<file path="src/rtl/chunk_adder_pkg.sv">
// Shared types and defaults for the chunk-serial adder.
// Holds the FSM state encoding and the default operand/chunk widths.
package chunk_adder_pkg;

  localparam int unsigned DEF_WIDTH = 16;
  localparam int unsigned DEF_CHUNK = 4;

  typedef enum logic [1:0] {
    IDLE = 2'd0,
    RUN  = 2'd1,
    DONE = 2'd2
  } state_t;

endpackage

</file>
<file path="src/rtl/chunk_adder_if.sv">
// Operand/result handshake bundle for chunk_adder.
// The master drives operands and consumes results; the slave is the adder.
interface chunk_adder_if
  import chunk_adder_pkg::*;
#(
  parameter int unsigned WIDTH = DEF_WIDTH
);

  logic             in_valid;
  logic             in_ready;
  logic [WIDTH-1:0] a;
  logic [WIDTH-1:0] b;
  logic             cin;
  logic             sub;
  logic             out_valid;
  logic             out_ready;
  logic [WIDTH-1:0] s;
  logic             co;
  logic             ovf;

  modport master (
    output in_valid, a, b, cin, sub, out_ready,
    input  in_ready, out_valid, s, co, ovf
  );

  modport slave (
    input  in_valid, a, b, cin, sub, out_ready,
    output in_ready, out_valid, s, co, ovf
  );

endinterface

</file>
<file path="src/rtl/chunk_adder_rca.sv">
// CHUNK-bit ripple-carry adder slice.
// Also exposes the carry into the top bit so the caller can derive signed overflow.
module chunk_rca #(
  parameter int unsigned CHUNK = 4
) (
  input  logic [CHUNK-1:0] a,
  input  logic [CHUNK-1:0] b,
  input  logic             cin,
  output logic [CHUNK-1:0] sum,
  output logic             cout,
  output logic             c_msb
);

  logic [CHUNK:0] c;

  always_comb begin
    c[0] = cin;
    for (int i = 0; i < int'(CHUNK); i++) begin
      sum[i]   = a[i] ^ b[i] ^ c[i];
      c[i+1]   = (a[i] & b[i]) | (c[i] & (a[i] ^ b[i]));
    end
  end

  assign cout  = c[CHUNK];
  assign c_msb = c[CHUNK-1];

endmodule

</file>
<file path="src/rtl/chunk_adder.sv">
// Multi-cycle adder/subtractor: processes CHUNK bits per clock over NCHUNK cycles.
// Accepts one operand set in IDLE, ripples through chunks in RUN, holds the result in DONE.
module chunk_adder
  import chunk_adder_pkg::*;
#(
  parameter int unsigned WIDTH = DEF_WIDTH,
  parameter int unsigned CHUNK = DEF_CHUNK
) (
  input logic         clk,
  input logic         rst_n,
  chunk_adder_if.slave bus
);

  localparam int unsigned NCHUNK = WIDTH / CHUNK;
  localparam int unsigned IDX_W  = (NCHUNK > 1) ? $clog2(NCHUNK) : 1;
  localparam logic [IDX_W-1:0] IDX_LAST = IDX_W'(NCHUNK - 1);

  if ((WIDTH % CHUNK) != 0) begin : g_bad_cfg
    $error("chunk_adder: WIDTH must be a multiple of CHUNK");
  end

  state_t           state, state_nxt;
  logic [WIDTH-1:0] a_q, a_nxt;
  logic [WIDTH-1:0] b_q, b_nxt;
  logic [WIDTH-1:0] s_q, s_nxt;
  logic [IDX_W-1:0] idx_q, idx_nxt;
  logic             carry_q, carry_nxt;
  logic             co_q, co_nxt;
  logic             ovf_q, ovf_nxt;
  logic             in_ready_q;
  logic             out_valid_q;

  logic [31:0]      base;
  logic [CHUNK-1:0] sum;
  logic             cout;
  logic             c_msb;

  assign base = 32'(idx_q) * CHUNK;

  chunk_rca #(.CHUNK(CHUNK)) u_rca (
    .a     (a_q[base +: CHUNK]),
    .b     (b_q[base +: CHUNK]),
    .cin   (carry_q),
    .sum   (sum),
    .cout  (cout),
    .c_msb (c_msb)
  );

  // Next-state and datapath update
  always_comb begin
    state_nxt = state;
    a_nxt     = a_q;
    b_nxt     = b_q;
    s_nxt     = s_q;
    idx_nxt   = idx_q;
    carry_nxt = carry_q;
    co_nxt    = co_q;
    ovf_nxt   = ovf_q;
    unique case (state)
      IDLE: begin
        if (bus.in_valid) begin
          a_nxt     = bus.a;
          b_nxt     = bus.sub ? ~bus.b : bus.b;
          carry_nxt = bus.sub | bus.cin;
          idx_nxt   = '0;
          s_nxt     = '0;
          co_nxt    = 1'b0;
          ovf_nxt   = 1'b0;
          state_nxt = RUN;
        end
      end
      RUN: begin
        s_nxt[base +: CHUNK] = sum;
        carry_nxt            = cout;
        if (idx_q == IDX_LAST) begin
          co_nxt    = cout;
          ovf_nxt   = c_msb ^ cout;
          idx_nxt   = '0;
          state_nxt = DONE;
        end else begin
          idx_nxt = idx_q + IDX_W'(1);
        end
      end
      DONE: begin
        if (bus.out_ready) state_nxt = IDLE;
      end
      default: state_nxt = IDLE;
    endcase
  end

  always_ff @(posedge clk or negedge rst_n) begin
    if (!rst_n) begin
      state       <= IDLE;
      a_q         <= '0;
      b_q         <= '0;
      s_q         <= '0;
      idx_q       <= '0;
      carry_q     <= 1'b0;
      co_q        <= 1'b0;
      ovf_q       <= 1'b0;
      in_ready_q  <= 1'b1;
      out_valid_q <= 1'b0;
    end else begin
      state       <= state_nxt;
      a_q         <= a_nxt;
      b_q         <= b_nxt;
      s_q         <= s_nxt;
      idx_q       <= idx_nxt;
      carry_q     <= carry_nxt;
      co_q        <= co_nxt;
      ovf_q       <= ovf_nxt;
      in_ready_q  <= (state_nxt == IDLE);
      out_valid_q <= (state_nxt == DONE);
    end
  end

  assign bus.in_ready  = in_ready_q;
  assign bus.out_valid = out_valid_q;
  assign bus.s         = s_q;
  assign bus.co        = co_q;
  assign bus.ovf       = ovf_q;

endmodule

</file>
<file path="src/flat_wrapper.sv">
// flat-port wrapper written by rule: the top's interface ports become plain ports
module chunk_adder_flat import chunk_adder_pkg::*;
#(
  parameter int unsigned WIDTH = DEF_WIDTH,
  parameter int unsigned CHUNK = DEF_CHUNK
)
  (clk, rst_n, bus_in_valid, bus_a, bus_b, bus_cin, bus_sub, bus_out_ready, bus_in_ready, bus_out_valid, bus_s, bus_co, bus_ovf);
  chunk_adder_if #(.WIDTH(WIDTH)) bus_i ();
  input logic clk;
  input logic rst_n;
  input wire logic [$bits(bus_i.in_valid)-1:0] bus_in_valid;
  input wire logic [$bits(bus_i.a)-1:0] bus_a;
  input wire logic [$bits(bus_i.b)-1:0] bus_b;
  input wire logic [$bits(bus_i.cin)-1:0] bus_cin;
  input wire logic [$bits(bus_i.sub)-1:0] bus_sub;
  input wire logic [$bits(bus_i.out_ready)-1:0] bus_out_ready;
  output wire logic [$bits(bus_i.in_ready)-1:0] bus_in_ready;
  output wire logic [$bits(bus_i.out_valid)-1:0] bus_out_valid;
  output wire logic [$bits(bus_i.s)-1:0] bus_s;
  output wire logic [$bits(bus_i.co)-1:0] bus_co;
  output wire logic [$bits(bus_i.ovf)-1:0] bus_ovf;
  assign bus_i.in_valid = bus_in_valid;
  assign bus_i.a = bus_a;
  assign bus_i.b = bus_b;
  assign bus_i.cin = bus_cin;
  assign bus_i.sub = bus_sub;
  assign bus_i.out_ready = bus_out_ready;
  assign bus_in_ready = bus_i.in_ready;
  assign bus_out_valid = bus_i.out_valid;
  assign bus_s = bus_i.s;
  assign bus_co = bus_i.co;
  assign bus_ovf = bus_i.ovf;
  chunk_adder #(.WIDTH(WIDTH), .CHUNK(CHUNK)) u_core (.clk(clk), .rst_n(rst_n), .bus(bus_i));
endmodule
</file>
<file path="config.mk">
export PLATFORM = sky130hd
export DESIGN_NAME = chunk_adder_flat
export DESIGN_NICKNAME = d
export VERILOG_FILES = /design/src/rtl/chunk_adder_pkg.sv /design/src/rtl/chunk_adder_if.sv /design/src/rtl/chunk_adder_rca.sv /design/src/rtl/chunk_adder.sv /design/src/flat_wrapper.sv
export SDC_FILE = /design/constraint.sdc
export NUM_CORES = 1
export LEC_CHECK = 0
export CORE_MARGIN = 2
export CORE_UTILIZATION = 25
export CTS_BUF_LIST = sky130_fd_sc_hd__clkbuf_8
export CTS_CLUSTER_SIZE = 8
export DETAILED_ROUTE_END_ITERATION = 8
export PLACE_DENSITY = 0.5
export RECOVER_POWER = 25
export SYNTH_ARGS = -nofsm -noshare
export SYNTH_HDL_FRONTEND = slang
export SYNTH_SLANG_ARGS = --single-unit
</file>
<file path="constraint.sdc">
create_clock -name clk -period 3.76 [get_ports clk]
set_input_delay 0.94 -clock clk [delete_from_list [all_inputs] [get_ports clk]]
set_output_delay 0.94 -clock clk [all_outputs]
set_load 0.05 [all_outputs]
</file>
# --- Yosys cells after proc, flatten, opt, wreduce, memory -nomap -nowiden ---
# Index checks and enable logic that the tools add are counted.
totals:
  regBits: 57
  output_inout_bits: 20
  inputBits: 38
  wordCells: 69
classes:
  muxes: 18
  n_bitwise: 23
  n_eq_ne: 6
  n_addsub: 2
  n_shift: 4
  reduce_logical: 6
op_table:
  columns: ["operator", "n"]
  rows:
  - ["$neg 4->34", 1]
  - ["$shift 4x34->16 const A", 1]
  - ["$shiftx 4x34->16", 1]
  - ["$mux 16", 2]
  - ["$pmux 16 s2", 1]
  - ["$shiftx 16x5->4", 2]
  - ["$bwmux 16", 1]
  - ["$not 16->16", 1]
  - ["$mux 2", 5]
  - ["$xor 1x1->1", 9]
  - ["$and 1x1->1", 8]
  - ["$eq 2x2->1 const B", 3]
  - ["$pmux 1 s2", 3]
  - ["$pmux 2 s3", 1]
  - ["$or 1x1->1", 5]
  - ["$logic_not 2->1", 2]
  - ["$mux 1", 4]
  - ["$pmux 2 s2", 1]
  - ["$reduce_and 2->1", 2]
  - ["$reduce_and 3->1", 1]
  - ["$add 2x1->2 const B", 1]
  - ["$eq 2x1->1 const B", 1]
  - ["$ne 2x1->1 const B", 1]
  - ["$ne 2x2->1 const B", 1]
  - ["$reduce_bool 2->1", 1]

# --- Depth between registers and ports, before layout ---
logic_depth:
  depth_word: 13
  mapped_depth: 13
  mapped_depth_nobuf: 12

# --- By module ---
# Synthesis repeated with hierarchy kept, for this count alone.
unflattened:
  hier_cells: 214
  area_unflattened_um2: 2750.1
modules_own_cells:
  columns: ["mod", "cells_each", "area_each_um2", "seq_area_each_um2", "n_inst"]
  rows:
  - ["chunk_adder", 202, 2640.0, 1427.6, 1]
  - ["chunk_rca", 12, 110.1, 0.0, 1]

# --- Worst setup path before layout ---
# Ideal clock, no wire load.
synth_timing:
  path_kind: "reg2reg"
  start: "register u_core.idx_q[0]"
  end: "register u_core.ovf_q (netlist: u_core.bus.ovf)"
  setup_slack_ns: 0.818
  period_less_slack_ns: 2.942
  stages_incl_launch_ff: 12
  arrival_ns: 2.814
  path_buffers: 2
  setup_time_ns: 0.128
  t_required_ns: 3.632
  cell_sequence: "dfrtp_1 buf_2 buf_4 mux4_2 fa_1 inv_1 fa_1 inv_1 fa_1 xor2_1 nor2_1 mux2_1"
synth_via:
  elab_chain_len: 13
  elab_cells_between_ends: 24
  classes_between: "eq/ne (2); shift (2); mux (2); bitwise (17); reduce/logical (1)"
synth_lines:
  columns: ["element", "line_no", "source"]
  rows:
  - ["start: declaration", "chunk_adder.sv:26", "logic [IDX_W-1:0] idx_q, idx_nxt;"]
  - ["start signal: assignment", "chunk_adder.sv:108", "idx_q <= idx_nxt;"]
  - ["$shiftx 16x5->4, on equally long branches", "chunk_adder.sv:41, chunk_adder.sv:42", null]
  - ["$xor 1x1->1", "chunk_adder_rca.sv:20", "c[i+1] = (a[i] & b[i]) | (c[i] & (a[i] ^ b[i]));"]
  - ["$and 1x1->1", "chunk_adder_rca.sv:20", null]
  - ["$or 1x1->1", "chunk_adder_rca.sv:20", null]
  - ["$and 1x1->1", "chunk_adder_rca.sv:20", null]
  - ["$or 1x1->1", "chunk_adder_rca.sv:20", null]
  - ["$and 1x1->1", "chunk_adder_rca.sv:20", null]
  - ["$or 1x1->1", "chunk_adder_rca.sv:20", null]
  - ["$and 1x1->1", "chunk_adder_rca.sv:20", null]
  - ["$or 1x1->1", "chunk_adder_rca.sv:20", null]
  - ["$xor 1x1->1", "chunk_adder.sv:77", "ovf_nxt = c_msb ^ cout;"]
  - ["$mux 1", "chunk_adder.sv:75", "if (idx_q == IDX_LAST) begin"]
  - ["$pmux 1 s2", "chunk_adder.sv:59", "unique case (state)"]
  - ["end signal: assignment", "chunk_adder.sv:111", "ovf_q <= ovf_nxt;"]
  - ["end: declaration", "chunk_adder.sv:29", "logic ovf_q, ovf_nxt;"]
# Several ways; a longest one is shown, not always the timed one. The select of a mux whose other input is x is not followed.
# A chain may end at the register's enable or synchronous reset.

# --- Worst setup path in the final report ---
# Ends and elaborated chain as after synthesis.

==> impl_metrics.csv <==
group,metric,value,unit
run_status,status,"finished with violations",
run_status,violations,"max-capacitance violations, max-slew violations",
yosys,synthAdderAreaFrac,4.76,%
placed_design,gp_congestion,0.759,
yosys,synth-xor-area-share,5.44,%
yosys,syn_inst,218,
sta,setup_ws,0.718,ns
floorplanning,core-area,10700,µm²
layout,drive_gt1_share,18.2,%
layout,final_nets,326,
yosys,synth_area_leader_cell,"dfrtp_1",
clock_tree,cts_buffer_depth,2,
yosys,synth_top_family_by_area,"multiplexers",
routing,drcViolationCount,0,
sta,period_share,80.9,%
sta,worstMarginPinSlew,2.27,ns
layout,seq_area,1430,µm²
placed_design,io_buffers,57,
floorplanning,initial_utilization,25.5,%
sta,post-route-min-period,3.04,ns
setup_path,crit_start,"u_core.idx_q[0]",
yosys,synth_compound_area_share,11.7,%
clock_tree,cts_buffers,9,
setup_path,critical_path_class,"reg -> reg",
pwr,internal-power,2.17,mW
layout,fill_cells,1089,
floorplanning,fp-row-count,38,
clock_tree,cts_hold_buf,0,
global_route,met2_usage,18.1,%
layout,area_growth,35.3,%
yosys,synth_area,2740,µm²
routing,routed_wl,6120,µm
yosys,yosysUniqueCellTypes,35,
routing,via_per_inst,4.40,
global_route,antenna_found_initial,0,
pwr,p_switching,1.52,mW
pwr,power_leakage,1.53,nW
yosys,yosys.area_share.simple,7.91,%
clock_tree,numClockSinks,57,
yosys,syn_avg_cell_area,12.5,µm²
min_path,hold_path.class,"reg -> reg",
placed_design,hpwl,4490,µm
yosys,synth_area_leaders,"dfrtp_1 (51%), mux2_2 (6.6%), mux4_2 (6.6%)",
yosys,ys_seq_area_share,52.2,%
setup_path,required,3.99,ns
yosys,synth_common_cells,"dfrtp_1 (56), nor2_1 (20), a21oi_1 (18), mux2_2 (16), xnor2_1 (16)",
clock_tree,cts_max_level,3,
sta,slew_violations,44,
setup_path,endpoint_kind,"register",
global_route,met1_usage,15.4,%
sta,finalHoldViolCount,0,
yosys,syn_nets,264,
sta,fmax,329,MHz
setup_path,r2r_end,"u_core.bus.ovf",
pwr,switching_share,41.3,%
yosys,async_flop_share,100,%
routing,firstDrtPassIters,4,
setup_path,rr_startpoint,"u_core.idx_q[0]",
setup_path,setup.worst_path.start_class,"register",
job,maxCapViolations,1,
setup_path,arrival,3.27,ns
sta,rsz0062_at_grt,"false",
yosys,ys.flop_type,"dfrtp_1",
pwr,seqPwrFrac,30.1,%
routing,vias,1871,
routing,drtIter0Drc,48,
global_route,grt_use_met3,3.44,%
layout,multi_input_area,1200,µm²
yosys,synth_top_area_share,51.2,%
setup_path,reg2reg_slack,0.72,ns
global_route,grt_first_pass_wirelength,10200,µm
clock_tree,post_cts_resized,0,
setup_path,crit_path_end,"u_core.bus.ovf",
pwr,share_comb_of_total_power,50.8,%
floorplanning,fp.dieW,109,µm
global_route,grt.overflow.total,0,
setup_path,r2r_cells,10,
floorplanning,io_pins,58,
pwr,power_density,997,nW/µm²
sta,setup_violations,0,
clock_tree,post_cts_buffers,0,
global_route,grtUsageTotal,11.7,%
routing,ant_nets,0,
floorplanning,dieArea,11800,µm²
pwr,ir_drop,0.478,mV
yosys,synth-edff-count,0,
sta,clock_skew,0.00762,ns
clock_tree,clock_latency,0.34,ns
global_route,grt_max_degree,49,
yosys,yosysMostFrequentCell,"dfrtp_1",
sta,maxSlewHeadroom,-51.2,%
yosys,synth.area.mux_share,14.0,%
setup_path,cp_max_fo,14,
layout,n_antenna_cell,0,
routing,post_drt_wl_per_cell,14.4,µm
placed_design,place_ws,0.716,ns
sta,tns,0,ns
clock_tree,cts_tree,"done",
global_route,top_usage_layer,"met2",
global_route,grt_pass1_vias,2008,
pwr,p_clk_share,19.1,%
floorplanning,die_h,109,µm
clock_tree,root_buffer,"clkbuf_8",
yosys,synth_seq_cells,57,
clock_tree,path_clk_slew,0.07,ns
yosys,yosys_warnings,0,
## state kept, by name, summed over array words and instances, names as in the netlist
name,cells
u_core.bus.co,1
u_core.state,2
u_core.bus.ovf,1
u_core.carry_q,1
u_core.bus.out_valid,1
u_core.a_q,16
u_core.bus.s,16
u_core.b_q,16
u_core.idx_q,2
u_core.bus.in_ready,1
## metrics by stage
stage,util (%),cells,instance area (µm²),power (mW),hold WS [ns]
after global placement,32.2,409,3460,3.03,0.471
after CTS,34.4,425,3700,3.76,0.500
final,34.4,425,3700,3.69,0.500
after floorplan,-,218,2740,2.43,0.475
after detailed placement,32.2,409,3460,3.04,0.481
after global routing,34.4,425,3700,3.98,0.526
## worst max-delay path, stage by stage, from the launching register on
cell and delay [ns]:
dfrtp_1 0.46, buf_4 0.27, mux4_2 0.54, fa_1 0.43
inv_1 0.08, fa_1 0.20, inv_1 0.06, fa_1 0.42
xor2_1 0.15, nor2_1 0.05, mux2_1 0.27
## how the worst min path moves through the flow
stage	startpoint	endpoint	slack, ns	cells after the start
2_1_floorplan	u_core.a_q[10]	u_core.a_q[10]	0.48	1
3_3_place_gp	u_core.bus.s[2]	u_core.bus.s[2]	0.47	1
3_5_place_dp	u_core.bus.s[0]	u_core.bus.s[0]	0.48	1
5_1_grt	u_core.bus.s[10]	u_core.bus.s[10]	0.53	1
4_1_cts	u_core.bus.s[0]	u_core.bus.s[0]	0.50	1
6_report	u_core.bus.s[2]	u_core.bus.s[2]	0.50	1
## layer usage
| layer | part of all wire, % | vias to the layer above |
|---|---|---|
| met2 | 48 | 46 |
| li1 | - | 896 |
| met5 | 0 | - |
| met3 | 5.0 | 9 |
| met1 | 46 | 920 |
| met4 | 1.5 | 0 |
## layout make-up
cell class | count | share of cell area [%]
inverter | 11 | 1.12
multi-input combinational | 138 | 32.5
tap | 140 | 4.73
sequential | 57 | 38.6
timing repair buffer | 63 | 16.5
clock inverter | 7 | 3.21
clock buffer | 9 | 3.35
## cells in the final DEF, fill, tap and decap left out, types with 3 or more instances in the layout
cell type	netlist	routed
clkdlybuf4s50_1	0	55
mux4_2	8	8
a22o_1	11	11
bufinv_16	0	3
ha_1	4	4
nand2b_1	3	3
nand2_1	6	6
buf_4	2	6
and3_1	3	3
mux2_2	16	16
o2bb2ai_1	8	8
nand3_1	3	3
nor2_1	20	20
a21oi_1	18	18
inv_1	11	11
clkbuf_8	0	9
fa_1	4	4
dfrtp_1	56	56
a21o_1	4	4
xnor2_1	16	16
## power groups by stage
stage	combinational (mW)	clock, mW	sequential [mW]
after CTS	1.92	0.717	1.12
after global routing	2.08	0.749	1.15
final	1.87	0.706	1.11
after global placement	1.90	0	1.13
after detailed placement	1.92	0	1.13
after floorplan	1.13	0	1.30
## kinds of logic (layout without fill, tap and decap cells)
logic type | after synthesis | in the layout
XOR/XNOR | 17 | 17
multiplexers | 26 | 26
buffers and inverters | 23 | 90
adder cells (fa/ha/maj) | 8 | 8
AO/OA/AOI/OAI | 45 | 45
AND/OR/NAND/NOR | 42 | 42
flip-flops | 57 | 57
(Power assumes the default switching activity.)
